`src/rtl/ledctrl_pkg.sv`:
```
// ledctrl_pkg: shared state encoding, constants and sizing helper for the LED frame sequencer
package ledctrl_pkg;

    typedef enum logic [2:0] {
        S_IDLE,
        S_FETCH,
        S_WAIT,
        S_SEND,
        S_DRAIN,
        S_GAP
    } state_t;

    localparam int BYTES_PER_LED    = 3;
    localparam int DEF_RESET_CYCLES = 1500;

    // Bits needed to index n items, never less than one
    function automatic int addr_w(input int n);
        return (n > 1) ? $clog2(n) : 1;
    endfunction

endpackage

```
`src/rtl/ledseq_timer.sv`:
```
// ledseq_timer: loadable down-counter that holds at zero and flags done while at zero
module ledseq_timer #(
    parameter int           W    = 11,
    parameter logic [W-1:0] INIT = '0
) (
    input  logic         clk,
    input  logic         rst_n,
    input  logic         load_i,
    input  logic [W-1:0] load_val_i,
    input  logic         en_i,
    output logic         done_o
);

    logic [W-1:0] cnt_q, cnt_d;

    // Reload wins over counting; the count saturates at zero
    always_comb cnt_d = load_i ? load_val_i : (en_i && cnt_q != '0) ? cnt_q - 1'b1 : cnt_q;

    // Count register
    always_ff @(posedge clk or negedge rst_n)
        if (!rst_n) cnt_q <= INIT;
        else        cnt_q <= cnt_d;

    assign done_o = (cnt_q == '0);

endmodule

```
`src/rtl/led_frame_sequencer.sv`:
```
// led_frame_sequencer: streams the colour RAM to the LED serializer per frame; optional auto-refresh under LEDSEQ_AUTOREFRESH_EN
module led_frame_sequencer
    import ledctrl_pkg::*;
#(
    parameter int LED_CNT      = 3,
    parameter int RESET_CYCLES = DEF_RESET_CYCLES,
`ifdef LEDSEQ_AUTOREFRESH_EN
    parameter int REFRESH_CYCLES = 500000,
`endif
    localparam int BYTES  = BYTES_PER_LED * LED_CNT,
    localparam int ADDR_W = addr_w(BYTES)
) (
    input  logic              clk,
    input  logic              rst_n,
    input  logic              wr_valid_i,
    input  logic [ADDR_W-1:0] wr_addr_i,
    input  logic [7:0]        wr_data_i,
    output logic              wr_ready_o,
    input  logic              commit_i,
    output logic [ADDR_W-1:0] mem_addr_o,
    output logic              mem_we_o,
    output logic [7:0]        mem_wdata_o,
    input  logic [7:0]        mem_rdata_i,
    output logic              ser_valid_o,
    output logic [7:0]        ser_data_o,
    input  logic              ser_ready_i,
    input  logic              ser_idle_i,
    output logic              busy_o
);

    localparam int                GAP_W   = addr_w(RESET_CYCLES);
    localparam logic [ADDR_W:0]   BYTES_X = (ADDR_W + 1)'(BYTES);
    localparam logic [ADDR_W-1:0] LAST    = ADDR_W'(BYTES - 1);

    state_t            state_q, state_d;
    logic [ADDR_W-1:0] idx_q, idx_d;
    logic              pending_q, pending_d;
    logic [7:0]        hold_q, hold_d;
    logic              gap_done;
    logic              start;

    // Latch gap: preloaded while draining so it runs exactly RESET_CYCLES GAP cycles
    ledseq_timer #(.W(GAP_W)) u_gap (
        .clk        (clk),
        .rst_n      (rst_n),
        .load_i     (state_q == S_DRAIN),
        .load_val_i (GAP_W'(RESET_CYCLES - 1)),
        .en_i       (state_q == S_GAP),
        .done_o     (gap_done)
    );

`ifdef LEDSEQ_AUTOREFRESH_EN
    localparam int REF_W = addr_w(REFRESH_CYCLES);
    logic ref_done;

    // Refresh period: counts only while idle, rearmed whenever a frame runs
    ledseq_timer #(.W(REF_W), .INIT(REF_W'(REFRESH_CYCLES - 1))) u_refresh (
        .clk        (clk),
        .rst_n      (rst_n),
        .load_i     (state_q != S_IDLE),
        .load_val_i (REF_W'(REFRESH_CYCLES - 1)),
        .en_i       (state_q == S_IDLE),
        .done_o     (ref_done)
    );

    assign start = commit_i | ref_done;
`else
    assign start = commit_i;
`endif

    // Next-state logic; commits outside IDLE fold into a single pending frame
    always_comb begin
        state_d   = state_q;
        idx_d     = idx_q;
        hold_d    = hold_q;
        pending_d = pending_q | (commit_i & (state_q != S_IDLE));
        case (state_q)
            S_IDLE:  state_d = start ? S_FETCH : S_IDLE;
            S_FETCH: state_d = S_WAIT;
            S_WAIT: begin
                hold_d  = mem_rdata_i;
                state_d = S_SEND;
            end
            S_SEND: if (ser_ready_i) begin
                state_d = (idx_q == LAST) ? S_DRAIN : S_FETCH;
                idx_d   = (idx_q == LAST) ? '0 : idx_q + 1'b1;
            end
            S_DRAIN: state_d = ser_idle_i ? S_GAP : S_DRAIN;
            S_GAP: if (gap_done) begin
                state_d   = pending_d ? S_FETCH : S_IDLE;
                pending_d = 1'b0;
            end
            default: state_d = S_IDLE;
        endcase
    end

    // Sequencer state, asynchronously cleared so reset abandons any frame
    always_ff @(posedge clk or negedge rst_n)
        if (!rst_n) begin
            state_q   <= S_IDLE;
            idx_q     <= '0;
            pending_q <= 1'b0;
            hold_q    <= '0;
        end else begin
            state_q   <= state_d;
            idx_q     <= idx_d;
            pending_q <= pending_d;
            hold_q    <= hold_d;
        end

    assign wr_ready_o  = (state_q != S_FETCH);
    assign mem_we_o    = wr_valid_i & wr_ready_o & ({1'b0, wr_addr_i} < BYTES_X);
    assign mem_addr_o  = (state_q == S_FETCH) ? idx_q : wr_addr_i;
    assign mem_wdata_o = wr_data_i;
    assign ser_valid_o = (state_q == S_SEND);
    assign ser_data_o  = hold_q;
    assign busy_o      = (state_q != S_IDLE);

endmodule
```
`config.mk`:
```
export PLATFORM = sky130hd
export DESIGN_NAME = led_frame_sequencer
export DESIGN_NICKNAME = d
export VERILOG_FILES = /design/src/rtl/ledctrl_pkg.sv /design/src/rtl/ledseq_timer.sv /design/src/rtl/led_frame_sequencer.sv
export SDC_FILE = /design/constraint.sdc
export NUM_CORES = 1
export LEC_CHECK = 0
export CELL_PAD_IN_SITES_DETAIL_PLACEMENT = 2
export CELL_PAD_IN_SITES_GLOBAL_PLACEMENT = 2
export CORE_ASPECT_RATIO = 1.4
export CORE_MARGIN = 8
export CORE_UTILIZATION = 29
export CTS_BUF_LIST = sky130_fd_sc_hd__clkbuf_8 sky130_fd_sc_hd__clkbuf_16
export DETAILED_ROUTE_END_ITERATION = 7
export PLACE_DENSITY = 0.83
export SLEW_MARGIN = 20
export SYNTH_ARGS = -nofsm -noshare
export SYNTH_HDL_FRONTEND = slang
export SYNTH_SLANG_ARGS = --single-unit
```
`constraint.sdc`:
```
create_clock -name clk -period 5 [get_ports clk]
set_clock_uncertainty 0.05 [all_clocks]
set_input_delay 0.5 -clock clk [delete_from_list [all_inputs] [get_ports clk]]
set_output_delay 0.5 -clock clk [all_outputs]
set_load 0.05 [all_outputs]
```
# Word-level counts from Yosys, hierarchy flattened
# Index checks and enable logic that the tools add are counted.
[classes]
n_addsub = 2
magnitude_cmp = 1
n_bitwise = 4
muxes = 13
reduce_logical = 8
eq_ne = 9
[ops]
columns = ["operator", "n"]
rows = [
  ["11-bit two-way mux", 2],
  ["3-bit case mux with 6 select lines", 1],
  ["11-bit zero test", 1],
  ["11-bit nonzero test", 1],
  ["11-bit by 1-bit subtractor with 11-bit output (second input constant)", 1],
  ["3-bit two-way mux", 3],
  ["4-bit two-way mux", 2],
  ["3-bit by 2-bit equality test with 1-bit output (second input constant)", 2],
  ["3-bit equality test (second input constant)", 2],
  ["1-bit two-way mux", 5],
  ["4-bit by 1-bit adder with 4-bit output (second input constant)", 1],
  ["4-bit equality test (second input constant)", 1],
  ["4-bit less-than comparator (second input constant)", 1],
  ["2-bit AND reduction", 2],
  ["1-bit bitwise AND", 3],
  ["3-bit by 1-bit equality test with 1-bit output (second input constant)", 1],
  ["3-bit zero test", 1],
  ["3-bit by 1-bit != test with 1-bit output (second input constant)", 1],
  ["3-bit nonzero test", 1],
  ["2-bit by 1-bit != test with 1-bit output (second input constant)", 1],
  ["2-bit != test (second input constant)", 1],
  ["2-bit nonzero test", 1],
  ["1-bit logical AND", 1],
  ["1-bit bitwise OR", 1],
]
[word_totals]
in_bits = 26
register_bits = 27
output_inout_bits = 24

# Longest topological paths before layout
# Gate-level depths: netlist (run 1).
[logic_depth]
ltp_word = 6
ltp_mapped = 6
mapped_depth_nobuf = 6

# Modules after synthesis
# Synthesis (run 1) repeated with hierarchy kept, for this count alone.
[unflattened]
cells_unflattened = 174
hier_area_um2 = 1626.6
[modules_own_cells]
columns = ["mod", "cells_each", "seq_area_each_um2", "n_inst", "area_per_inst_um2"]
rows = [
  ["led_frame_sequencer", 93, 400.4, 1, 918.4],
  ["ledseq_timer", 81, 275.3, 1, 708.2],
]

# Worst setup path after synthesis (run 1)
# OpenSTA, ideal clock, no wires.
[synth_path]
path_type = "register to output"
startpoint = "register state_q[2]"
endpoint = "output mem_addr_o[0]"
t_arrival_ns = 2.347
path_stages_with_launch = 5
setup_slack_ns = 2.103
path_cell_list = "dfrtp_1 buf_2 or3b_2 buf_2 o21ai_0"
[synth_via]
elab_chain_len = 2
[synth_lines]
columns = ["element", "line_no", "rtl"]
rows = [
  ["start, declared", "led_frame_sequencer.sv:35", "state_t state_q, state_d;"],
  ["start signal, assigned", "led_frame_sequencer.sv:105", "state_q <= state_d;"],
  ["3-bit by 1-bit equality test with 1-bit output", "led_frame_sequencer.sv:113", "assign mem_addr_o = (state_q == S_FETCH) ? idx_q : wr_addr_i;"],
  ["4-bit two-way mux", "led_frame_sequencer.sv:113", ""],
  ["end, declared", "led_frame_sequencer.sv:20", "output logic [ADDR_W-1:0] mem_addr_o,"],
]
# Every way passes these cells.

# Final worst setup path (run 1)
[layout_path]
startpoint = "register state_q[2]"
endpoint = "output mem_addr_o[3]"
# Same word-level chain as after synthesis.

==> run_results.csv, run 1 <==
group,metric,value,unit
outcome,outcome,"complete, no violations",
cts,cts_resized,0,
timing,max_slew.worst_pin.slew,0.661,ns
route,detail_route.wl_per_cell,19.6,microns
route,route.vias.total,1299,
logic_synthesis,synth_area,0.00154,sq mm
critical_path,required_arrival_time_at_the_worst_endpoint,4.45,ns
cts,ctsHoldBuffers,0,
cts,sink_count_of_the_clock_tree,27,
global_routing,grt_usage,12.6,%
timing,maxClockFrequency,333,MHz
logic_synthesis,postSynthCellCount,153,
route,first_iter_violations,34,
floorplan,die_w,77.5,microns
power_and_ir_drop,static-leakage-power,0.767,nW
timing,endpoints_failing_hold,0,
route,drtPass1Iterations,4,
cts,cts_inserted_buffers,3,
cts,cts.root.buffer_cell,"sky130_fd_sc_hd__clkbuf_8",
timing,layout_worst_path_cycle_share,60.1,%
route,drc,0,
logic_synthesis,synth_top_cell_by_area,"sky130_fd_sc_hd__dfrtp_1",
route,wl,4.75,mm
logic_synthesis,postSynthNetCount,183,
route,ant_nets,0,
global_routing,grt_use_met1,11.8,%
timing,setup_total_negative_slack,0,ns
floorplan,top_level_ports,50,
logic_synthesis,synth.top_cell.area_share,44.0,%
global_routing,busiest_layer,"met2",
global_routing,number_of_global_route_vias_before_repair,1569,
global_routing,grt.met3_usage,2.90,%
critical_path,critPathCaptureType,"output port",
critical_path,worstPathArrival,2.46,ns
cells_and_area,finish.cell_count_without_fillers,243,
cts,post_cts_clock_slew_at_the_launch_and_capture_registers_of_the_worst_setup_and_hold_paths,0.10,ns
logic_synthesis,synth_async_sr_flop_share,100,%
cells_and_area,num_antenna_cells,0,
critical_path,timing.setup.critical_path_class,"reg -> out",
placed_design,detailed_placement_hpwl,3.76,mm
cts,cts.path.max_buffers,2,
power_and_ir_drop,total_power,1.37,mW
floorplan,floorplan.rows,31,
cts,worstSkewPairLatency,0.28,ns
cells_and_area,final_cell_area,0.00192,sq mm
power_and_ir_drop,powerDensity,714,mW/mm^2
logic_synthesis,synth_ff_type,"sky130_fd_sc_hd__dfrtp_1",
global_routing,globalRoute.totalOverflow,0,
logic_synthesis,synth.area.top_cells,"sky130_fd_sc_hd__dfrtp_1 44%, sky130_fd_sc_hd__mux2_2 8.8%, sky130_fd_sc_hd__buf_4 3.9%, sky130_fd_sc_hd__ha_1 3.3%, sky130_fd_sc_hd__o21ai_0 2.9%",
timing,rsz0062_at_grt,"no",
timing,final.min_clock_period,3.01,ns
global_routing,grt_start_max_net_pins,28,
placed_design,dp.cells,239,
critical_path,critical_path.startpoint_type,"flop",
global_routing,grt_first_pass_wirelength,8.11,mm
timing,worst_slew_margin_relative_to_its_limit,55.8,%
logic_synthesis,synth_enable_flop_cells,0,
cells_and_area,drive_above_1_share,14.7,%
placed_design,number_of_buffer_cells_added_on_primary_ports,33,
global_routing,global_route.usage.met2,26.3,%
logic_synthesis,synthesis.area_per_instance,10.0,sq um
power_and_ir_drop,power.ir.vdd_worst,0.000352,V
cts,tritoncts_clock_tree,"built",
critical_path,critPathMaxFanout,12,
timing,setup_viol,0,
floorplan,core,0.00516,sq mm
global_routing,number_of_antenna_violations_at_the_first_check_in_global_routing,0,
run,cap_viol_max_count,0,
logic_synthesis,synth_seq_cells,27,
logic_synthesis,synth_sequential_area_ratio,44.0,%
route,viasPerCell,5.35,
placed_design,placed_cell_area,0.00187,sq mm
cells_and_area,num-nets-final,208,
critical_path,r2r_setup_slack,3.06,ns
floorplan,initial_core_util,29.8,%
floorplan,dieHeight,102,microns
timing,final_max_slew_viol_count,0,
cts,htree_levels,1,
cells_and_area,synthToLayoutAreaGrowth,24.9,%
placed_design,gp_routability_congestion,0.790,
min_path,hold_path.class,"reg -> reg",
floorplan,design.die.area,0.00791,sq mm
cts,cts.repair_timing.setup_buffer_count,0,
logic_synthesis,synthesis_warning_total,0,
logic_synthesis,number_of_distinct_library_cells_after_synthesis,42,
## layer usage
layer  share of wire [%]  vias up
met3                 4.9        4
met5                   0        -
met2                  59       37
met4                0.80        0
li1                    -      601
met1                  36      657
## cell families after synthesis
kind of cell,Yosys count,synth area share [%]
xor+xnor,1,0.571
fa+ha+maj,4,3.26
compound gates,29,12.8
buf+inv,18,6.68
simple gates,61,23.2
mux,13,9.45
flops,27,44.0
## power by group
| part | leakage (nW) | internal (mW) | switching [mW] |
|---|---|---|---|
| clock | 0.0217 | 0.0567 | 0.0749 |
| combinational | 0.421 | 0.306 | 0.490 |
| sequential | 0.324 | 0.318 | 0.123 |
## state kept, by name (all words and copies together) (netlist names)
name / count
u_gap.cnt_q: 11
idx_q: 4
pending_q: 1
ser_data_o: 8
state_q: 3
## synthesized netlist by cell type, types with 2 or more instances
| master | n |
|---|---|
| sky130_fd_sc_hd__a21oi_1 | 8 |
| sky130_fd_sc_hd__a31oi_1 | 2 |
| sky130_fd_sc_hd__and3_1 | 3 |
| sky130_fd_sc_hd__and3b_1 | 2 |
| sky130_fd_sc_hd__buf_2 | 4 |
| sky130_fd_sc_hd__buf_4 | 8 |
| sky130_fd_sc_hd__clkbuf_1 | 2 |
| sky130_fd_sc_hd__dfrtp_1 | 27 |
| sky130_fd_sc_hd__ha_1 | 4 |
| sky130_fd_sc_hd__inv_1 | 4 |
| sky130_fd_sc_hd__mux2_2 | 12 |
| sky130_fd_sc_hd__nand2_1 | 9 |
| sky130_fd_sc_hd__nand2b_1 | 2 |
| sky130_fd_sc_hd__nand3_1 | 7 |
| sky130_fd_sc_hd__nor2_1 | 10 |
| sky130_fd_sc_hd__nor3_1 | 7 |
| sky130_fd_sc_hd__nor4_1 | 3 |
| sky130_fd_sc_hd__o21ai_0 | 9 |
| sky130_fd_sc_hd__o31ai_1 | 3 |
| sky130_fd_sc_hd__or3_1 | 3 |
| sky130_fd_sc_hd__or3b_2 | 2 |
| sky130_fd_sc_hd__or4_1 | 2 |
## through the flow
stage	hold slack, ns	setup slack (ns)	utilization, %
final	0.468	1.99	37.2
after global routing	0.495	1.87	37.2
after floorplan	0.154	2.10	-
after CTS	0.473	1.96	37.2
after global placement	0.440	2.33	36.2
after detailed placement	0.448	2.24	36.2
## layout by cell type (no fill, tap or decap), types with 2 or more instances in the layout
master,synthesis,final
sky130_fd_sc_hd__and3_1,3,3
sky130_fd_sc_hd__nand3_1,7,7
sky130_fd_sc_hd__nor2_1,10,10
sky130_fd_sc_hd__nor4_1,3,3
sky130_fd_sc_hd__or4_1,2,2
sky130_fd_sc_hd__o21ai_0,9,9
sky130_fd_sc_hd__or3_1,3,3
sky130_fd_sc_hd__nand2b_1,2,2
sky130_fd_sc_hd__clkbuf_8,0,3
sky130_fd_sc_hd__and3b_1,2,2
sky130_fd_sc_hd__ha_1,4,4
sky130_fd_sc_hd__nand2_1,9,9
sky130_fd_sc_hd__clkdlybuf4s50_1,0,33
sky130_fd_sc_hd__a21oi_1,8,8
sky130_fd_sc_hd__mux2_2,12,12
sky130_fd_sc_hd__inv_1,4,4
sky130_fd_sc_hd__or3b_2,2,2
sky130_fd_sc_hd__dfrtp_1,27,27
sky130_fd_sc_hd__nor3_1,7,7
sky130_fd_sc_hd__a31oi_1,2,2
sky130_fd_sc_hd__o31ai_1,3,3
## final cells by class
type	count	area, sq um
clock buffers	3	41.3
repair buffers	34	338
clock inverters	1	7.51
multi-input cells	108	757
flip-flops and latches	27	676
inverters	4	15.0
well taps	66	82.6
fillers	562	3240
## final timing paths
check / end / startpoint / depth (start not counted)
setup reg to reg: state_q[2] / u_gap.cnt_q[0] / 5
min in group asynchronous: ser_data_o[0] / rst_n / 2
hold reg to reg: ser_data_o[6] / ser_data_o[6] / 1
max in group asynchronous: idx_q[2] / rst_n / 2
setup / recovery: mem_addr_o[3] / state_q[2] / 3
hold / removal: ser_data_o[6] / ser_data_o[6] / 1
## worst max-delay path, stage by stage, from the launching register on
cell	delay (ns)
sky130_fd_sc_hd__dfrtp_1	0.51
sky130_fd_sc_hd__or3b_2	0.60
sky130_fd_sc_hd__mux2_2	0.27
sky130_fd_sc_hd__clkdlybuf4s50_1	0.80
(Power assumes the default switching activity.)
==> run 2, diff against run 1 <==
CORE_UTILIZATION = 27   (was 29)
PLACE_DENSITY = 0.78   (was 0.83)
clock period = 3.1 ns   (was 5 ns; I/O delays follow)
==> run_results.csv, run 2 (same netlist as run 1, synthesis figures left out) <==
group,metric,value,unit
timing,hold-worst-slack,0.354,ns
cells_and_area,max_reg_flops,11,
timing,rsz0062_at_grt,"no",
cells_and_area,largest-register,"u_gap.cnt_q",
cts,worstSkewPairLatency,0.27,ns
power_and_ir_drop,intPower,1.10,mW
placed_design,gp_routability_congestion,0.796,
critical_path,critical_path.startpoint,"state_q[2]",
floorplan,floorplan.rows,32,
placed_design,number_of_buffer_cells_added_on_primary_ports,33,
cts,ctsHoldBuffers,0,
cells_and_area,mostFrequentLayoutCell,"sky130_fd_sc_hd__clkdlybuf4s50_1",
global_routing,grt_usage,10.7,%
timing,final_max_slew_viol_count,0,
power_and_ir_drop,comb_power_share,58.2,%
timing,endpoints_failing_hold,0,
power_and_ir_drop,sw_frac_of_total,49.7,%
global_routing,number_of_global_route_vias_before_repair,1454,
cts,cts.path.max_buffers,2,
power_and_ir_drop,powerDensity,1140,mW/mm^2
timing,max_slew.worst_pin.slew,0.678,ns
cells_and_area,synthToLayoutAreaGrowth,25.0,%
critical_path,worstPathBufferInverterCount,1,
critical_path,critPathCaptureType,"output port",
cts,sink_count_of_the_clock_tree,27,
critical_path,regToRegStartpoint,"u_gap.cnt_q[0]",
cts,htree_levels,1,
cts,cts_resized,0,
cts,post_cts_clock_slew_at_the_launch_and_capture_registers_of_the_worst_setup_and_hold_paths,0.10,ns
power_and_ir_drop,p_sw,1.08,mW
outcome,outcome,"complete, no violations",
critical_path,worstPathArrival,2.45,ns
floorplan,dieHeight,105,microns
cts,tritoncts_clock_tree,"built",
power_and_ir_drop,power.ir.vdd_worst,0.000466,V
cts,cts.repair_timing.setup_buffer_count,0,
global_routing,number_of_antenna_violations_at_the_first_check_in_global_routing,0,
placed_design,placed_cell_area,0.00187,sq mm
min_path,hold_path.class,"in -> async",
cells_and_area,most-common-layout-cells,"33 x sky130_fd_sc_hd__clkdlybuf4s50_1, 27 x sky130_fd_sc_hd__dfrtp_1, 12 x sky130_fd_sc_hd__mux2_2, 10 x sky130_fd_sc_hd__nor2_1",
route,viasPerCell,5.18,
timing,maxClockFrequency,356,MHz
route,ant_nets,0,
global_routing,globalRoute.totalOverflow,0,
critical_path,highest_cell_delay_on_the_worst_timing_path,0.80,ns
critical_path,timing.setup.critical_path_class,"reg -> out",
power_and_ir_drop,static-leakage-power,0.767,nW
critical_path,required_arrival_time_at_the_worst_endpoint,2.74,ns
cells_and_area,num_antenna_cells,0,
placed_design,detailed_placement_hpwl,3.47,mm
critical_path,crit_path_top_delay_cell,"sky130_fd_sc_hd__clkdlybuf4s50_1",
floorplan,design.die.area,0.00839,sq mm
route,wl,4.41,mm
route,detail_route.wl_per_cell,18.0,microns
timing,setup_total_negative_slack,0,ns
timing,final.min_clock_period,2.81,ns
power_and_ir_drop,pwr-share-seq,32.4,%
timing,setup_ws,0.293,ns
cts,cts.root.buffer_cell,"sky130_fd_sc_hd__clkbuf_8",
critical_path,critical_path.startpoint_type,"flop",
floorplan,core,0.00549,sq mm
critical_path,critPathMaxFanout,12,
timing,worst_slew_margin_relative_to_its_limit,54.6,%
floorplan,initial_core_util,28.0,%
global_routing,grt_first_pass_wirelength,7.33,mm
critical_path,worstPathCellList,"or3b_2 > mux2_2 > clkdlybuf4s50_1",
critical_path,critical_path.top_delay_family,"buffers and inverters",
placed_design,dp_slack,0.599,ns
power_and_ir_drop,total_power,2.18,mW
floorplan,die_w,79.7,microns
timing,setup_viol,0,
power_and_ir_drop,power.share.clock,9.5,%
cells_and_area,num-nets-final,208,
route,drc,0,
route,route.vias.total,1269,
cts,cts_inserted_buffers,3,
timing,layout_worst_path_cycle_share,90.6,%
global_routing,grt_start_max_net_pins,28,
floorplan,top_level_ports,50,
cells_and_area,drive_above_1_share,14.7,%
route,drtPass1Iterations,3,
run,cap_viol_max_count,0,
cells_and_area,final_cell_area,0.00192,sq mm
route,first_iter_violations,49,
run 2: area by class of cell:
| type | count | area [sq um] |
|---|---|---|
| clock buffer | 3 | 41.3 |
| clock inverter | 1 | 7.51 |
| inverter | 4 | 15.0 |
| tap | 68 | 85.1 |
| timing repair buffer | 34 | 338 |
| multi-input combinational | 108 | 757 |
| fill | 594 | 3570 |
| sequential | 27 | 676 |
run 2: worst paths after layout:
kind / cells past startpoint / end / slack [ns]
max: 3 / mem_addr_o[3] / 0.29
min: 2 / ser_data_o[0] / 0.35
max reg2reg: 6 / u_gap.cnt_q[7] / 1.09
min reg2reg: 1 / ser_data_o[2] / 0.47
max in group asynchronous: 2 / u_gap.cnt_q[8] / 2.38
min in group clk: 1 / ser_data_o[2] / 0.47
run 2: routing by layer:
metal	GRT usage [%]	wire [microns]	vias to the layer above
li1	-	-	598
met1	11.6	1730	638
met2	20.0	2450	31
met3	2.98	211	2
met4	1.57	15	0
met5	0	0	-
run 2: power groups by stage:
stage          logic (mW)  registers (mW)  clock network, mW
2_1_floorplan       0.786           0.817                  0
3_3_place_gp         1.23           0.687                  0
3_5_place_dp         1.28           0.713                  0
4_1_cts              1.29           0.711              0.218
5_1_grt              1.36           0.737              0.229
6_report             1.27           0.705              0.207
run 2: stage by stage:
stage	utilization [%]	cells
after CTS	35.0	245
after global placement	34.1	241
after floorplan	-	153
final	35.0	245
after global routing	35.0	245
after detailed placement	34.1	241
run 2: worst register-to-register path: stages, from the launching register on:
cell and delay (ns):
sky130_fd_sc_hd__dfrtp_1 0.43, sky130_fd_sc_hd__inv_1 0.13, sky130_fd_sc_hd__ha_1 0.20, sky130_fd_sc_hd__nor3b_1 0.50
sky130_fd_sc_hd__nand2_1 0.24, sky130_fd_sc_hd__and4_1 0.25, sky130_fd_sc_hd__o21ai_0 0.14
==> run 3, diff against run 2 <==
ABC_AREA = 1   (was unset)
CORE_UTILIZATION = 26   (was 27)
PLACE_DENSITY = 0.8   (was 0.78)
SKIP_LAST_GASP = 1   (was unset)
==> run_results.csv, run 3 <==
group,metric,value,unit
outcome,outcome,"complete, no violations",
cts,htree_levels,1,
global_routing,globalRoute.totalOverflow,0,
floorplan,top_level_ports,50,
logic_synthesis,synth.area.top_cells,"sky130_fd_sc_hd__dfrtp_1 43%, sky130_fd_sc_hd__nand2_1 11%, sky130_fd_sc_hd__mux2_2 5.7%, sky130_fd_sc_hd__nor2_1 4.3%, sky130_fd_sc_hd__nand3_1 4.1%",
floorplan,dieHeight,108,microns
cells_and_area,fillCellCount,704,
cells_and_area,synthToLayoutAreaGrowth,25.9,%
logic_synthesis,synth_async_sr_flop_share,100,%
route,route.vias.total,1414,
cells_and_area,drive_above_1_share,12.9,%
logic_synthesis,synth_seq_cells,27,
route,drc,0,
cells_and_area,max_reg_flops,11,
timing,final_max_slew_viol_count,0,
placed_design,detailed_placement_hpwl,3.51,mm
critical_path,worstPathArrival,2.20,ns
global_routing,number_of_global_route_vias_before_repair,1599,
route,ant_nets,0,
placed_design,gp_routability_congestion,0.747,
cts,cts_inserted_buffers,3,
power_and_ir_drop,comb_power_share,61.0,%
cts,cts.path.max_buffers,2,
placed_design,number_of_buffer_cells_added_on_primary_ports,33,
logic_synthesis,synth-compound-area-share,10.2,%
global_routing,grt_start_max_net_pins,28,
timing,rsz0062_at_grt,"no",
critical_path,r2r_setup_slack,1.32,ns
route,wl,4.29,mm
cts,cts_resized,0,
run,cap_viol_max_count,0,
power_and_ir_drop,p_sw,1.02,mW
cts,sink_count_of_the_clock_tree,27,
floorplan,floorplan.rows,33,
logic_synthesis,synthesis.area_per_instance,8.10,sq um
placed_design,dp.cells,290,
critical_path,regToRegStartpoint,"u_gap.cnt_q[0]",
timing,maxClockFrequency,390,MHz
logic_synthesis,yosys.area_share.simple,26.8,%
cells_and_area,largest-register,"u_gap.cnt_q",
min_path,hold_path.class,"in -> async",
critical_path,crit_path_top_delay_cell,"sky130_fd_sc_hd__clkdlybuf4s50_1",
logic_synthesis,synth.top_cell.area_share,42.8,%
logic_synthesis,synth_top_family_by_area,"simple AND/OR/NAND/NOR gates",
critical_path,required_arrival_time_at_the_worst_endpoint,2.74,ns
global_routing,grt_first_pass_wirelength,7.49,mm
floorplan,design.die.area,0.00886,sq mm
route,detail_route.wl_per_cell,14.6,microns
logic_synthesis,synth_top_cell_by_area,"sky130_fd_sc_hd__dfrtp_1",
floorplan,core,0.00586,sq mm
critical_path,worstPathCellList,"nor3_2 > nand2_1 > o21ai_0 > clkdlybuf4s50_1",
logic_synthesis,post-synth-top-count-cell,"sky130_fd_sc_hd__nand2_1",
critical_path,critPathMaxFanout,8,
route,drtPass1Iterations,4,
critical_path,rr_worst_depth,10,
critical_path,critPathCaptureType,"output port",
timing,max_slew.worst_pin.slew,0.514,ns
power_and_ir_drop,power.share.clock,10.4,%
timing,worst_slew_margin_relative_to_its_limit,65.6,%
cts,tritoncts_clock_tree,"built",
global_routing,grt_usage,10.7,%
power_and_ir_drop,static-leakage-power,0.934,nW
logic_synthesis,postSynthCellCount,195,
logic_synthesis,synth_area,0.00158,sq mm
logic_synthesis,synth_enable_flop_cells,0,
timing,setup_total_negative_slack,0,ns
cells_and_area,finish.cell_count_without_fillers,294,
cells_and_area,mostFrequentLayoutCell,"sky130_fd_sc_hd__nand2_1",
power_and_ir_drop,sw_frac_of_total,50.4,%
timing,endpoints_failing_hold,0,
cells_and_area,most-common-layout-cells,"48 x sky130_fd_sc_hd__nand2_1, 33 x sky130_fd_sc_hd__clkdlybuf4s50_1, 27 x sky130_fd_sc_hd__dfrtp_1, 18 x sky130_fd_sc_hd__nor2_1, 17 x sky130_fd_sc_hd__inv_1",
logic_synthesis,post_synth_fa_ha_maj_area_fraction,3.17,%
logic_synthesis,synthesis_warning_total,0,
logic_synthesis,yosys.area_share.xor_xnor,1.66,%
logic_synthesis,synth_ff_type,"sky130_fd_sc_hd__dfrtp_1",
critical_path,r2r_end,"u_gap.cnt_q[2]",
cts,ctsHoldBuffers,0,
cts,cts.root.buffer_cell,"sky130_fd_sc_hd__clkbuf_8",
logic_synthesis,synth_commonest_cells,"48 x sky130_fd_sc_hd__nand2_1, 27 x sky130_fd_sc_hd__dfrtp_1, 18 x sky130_fd_sc_hd__nor2_1, 17 x sky130_fd_sc_hd__inv_1, 13 x sky130_fd_sc_hd__nand3_1",
global_routing,number_of_antenna_violations_at_the_first_check_in_global_routing,0,
critical_path,critical_path.startpoint,"state_q[1]",
power_and_ir_drop,intPower,1.01,mW
logic_synthesis,postSynthNetCount,225,
timing,final.min_clock_period,2.56,ns
critical_path,worst_setup_path_endpoint,"mem_addr_o[2]",
power_and_ir_drop,pwr-share-seq,28.6,%
cts,cts.repair_timing.setup_buffer_count,0,
cts,post_cts_clock_slew_at_the_launch_and_capture_registers_of_the_worst_setup_and_hold_paths,0.10,ns
timing,layout_worst_path_cycle_share,82.6,%
cts,worstSkewPairLatency,0.28,ns
power_and_ir_drop,powerDensity,1020,mW/mm^2
critical_path,critical_path.startpoint_type,"flop",
cells_and_area,num-nets-final,255,
critical_path,timing.setup.critical_path_class,"reg -> out",
route,viasPerCell,4.81,
timing,setup_viol,0,
power_and_ir_drop,power.ir.vdd_worst,0.000235,V
cells_and_area,num_antenna_cells,0,
floorplan,initial_core_util,26.9,%
logic_synthesis,number_of_distinct_library_cells_after_synthesis,29,
route,first_iter_violations,18,
logic_synthesis,post_synthesis_mux_area_share,5.71,%
critical_path,highest_cell_delay_on_the_worst_timing_path,0.83,ns
logic_synthesis,synth_sequential_area_ratio,42.8,%
floorplan,die_w,81.9,microns
-- run 3: cell types whose count changed after synthesis, sizes merged, moves of 4 or more --
cell / delta
mux2: -4
or3: -4
nand2: +43
nor3: -4
nor2: +9
nand3: +7
o21ai: +6
inv: +18
-- run 3: power by group through the flow --
stage | registers, mW | logic, mW | clock network [mW]
after floorplan | 0.755 | 0.723 | 0
after global placement | 0.582 | 1.22 | 0
after detailed placement | 0.591 | 1.26 | 0
after CTS | 0.583 | 1.26 | 0.222
after global routing | 0.601 | 1.36 | 0.234
final | 0.580 | 1.24 | 0.211
-- run 3: area by class of cell --
cell class	instances	area, sq um	area share, %
clock buffers	3	41.3	2.08
clock inverters	1	7.51	0.378
inverters	23	87.6	4.41
multi-input cells	136	751	37.8
flip-flops and latches	27	676	34.0
well taps	70	87.6	4.41
repair buffers	34	338	17.0
-- run 3: critical path: cells and delay by family, from the launching register on --
kind	cells	cell delay [ns]
simple gates	2	0.53
buf+inv	1	0.83
flops	1	0.48
compound gates	1	0.09
-- run 3: how the worst min path moves through the flow --
stage / end / slack [ns] / startpoint / cells after the start
floorplan: idx_q[0] / -0.04 / rst_n / 0
global placement: ser_data_o[5] / 0.44 / ser_data_o[5] / 1
detailed placement: ser_data_o[2] / 0.45 / ser_data_o[2] / 1
CTS: u_gap.cnt_q[3] / 0.35 / rst_n / 2
global route: u_gap.cnt_q[3] / 0.37 / rst_n / 2
finish: u_gap.cnt_q[3] / 0.34 / rst_n / 2
-- run 3: metrics by stage --
| step | worst slack, ns | cell area [sq um] | utilization (%) | hold WS (ns) | total power, mW |
|---|---|---|---|---|---|
| after floorplan | 0.938 | 1580 | - | -0.0356 | 1.48 |
| after global placement | 0.877 | 1940 | 33.1 | 0.436 | 1.80 |
| after detailed placement | 0.808 | 1940 | 33.1 | 0.448 | 1.85 |
| after CTS | 0.489 | 1990 | 33.9 | 0.352 | 2.07 |
| after global routing | 0.301 | 1990 | 33.9 | 0.374 | 2.19 |
| final | 0.539 | 1990 | 33.9 | 0.340 | 2.03 |
-- run 3: kinds of logic (layout without fill, tap and decap cells) --
| group | after synthesis | in the layout |
|---|---|---|
| AO/OA/AOI/OAI | 27 | 27 |
| adder cells (fa/ha/maj) | 4 | 4 |
| multiplexers | 8 | 8 |
| flip-flops | 27 | 27 |
| XOR/XNOR | 3 | 3 |
| AND/OR/NAND/NOR | 94 | 94 |
| buffers and inverters | 32 | 61 |
-- run 3: per-layer routing --
metal	up-vias	wire, microns	global-route usage [%]
li1	686	-	-
met1	704	1650	11.5
met2	20	2390	20.0
met3	4	198	1.66
met4	0	49	3.65
met5	-	0	0
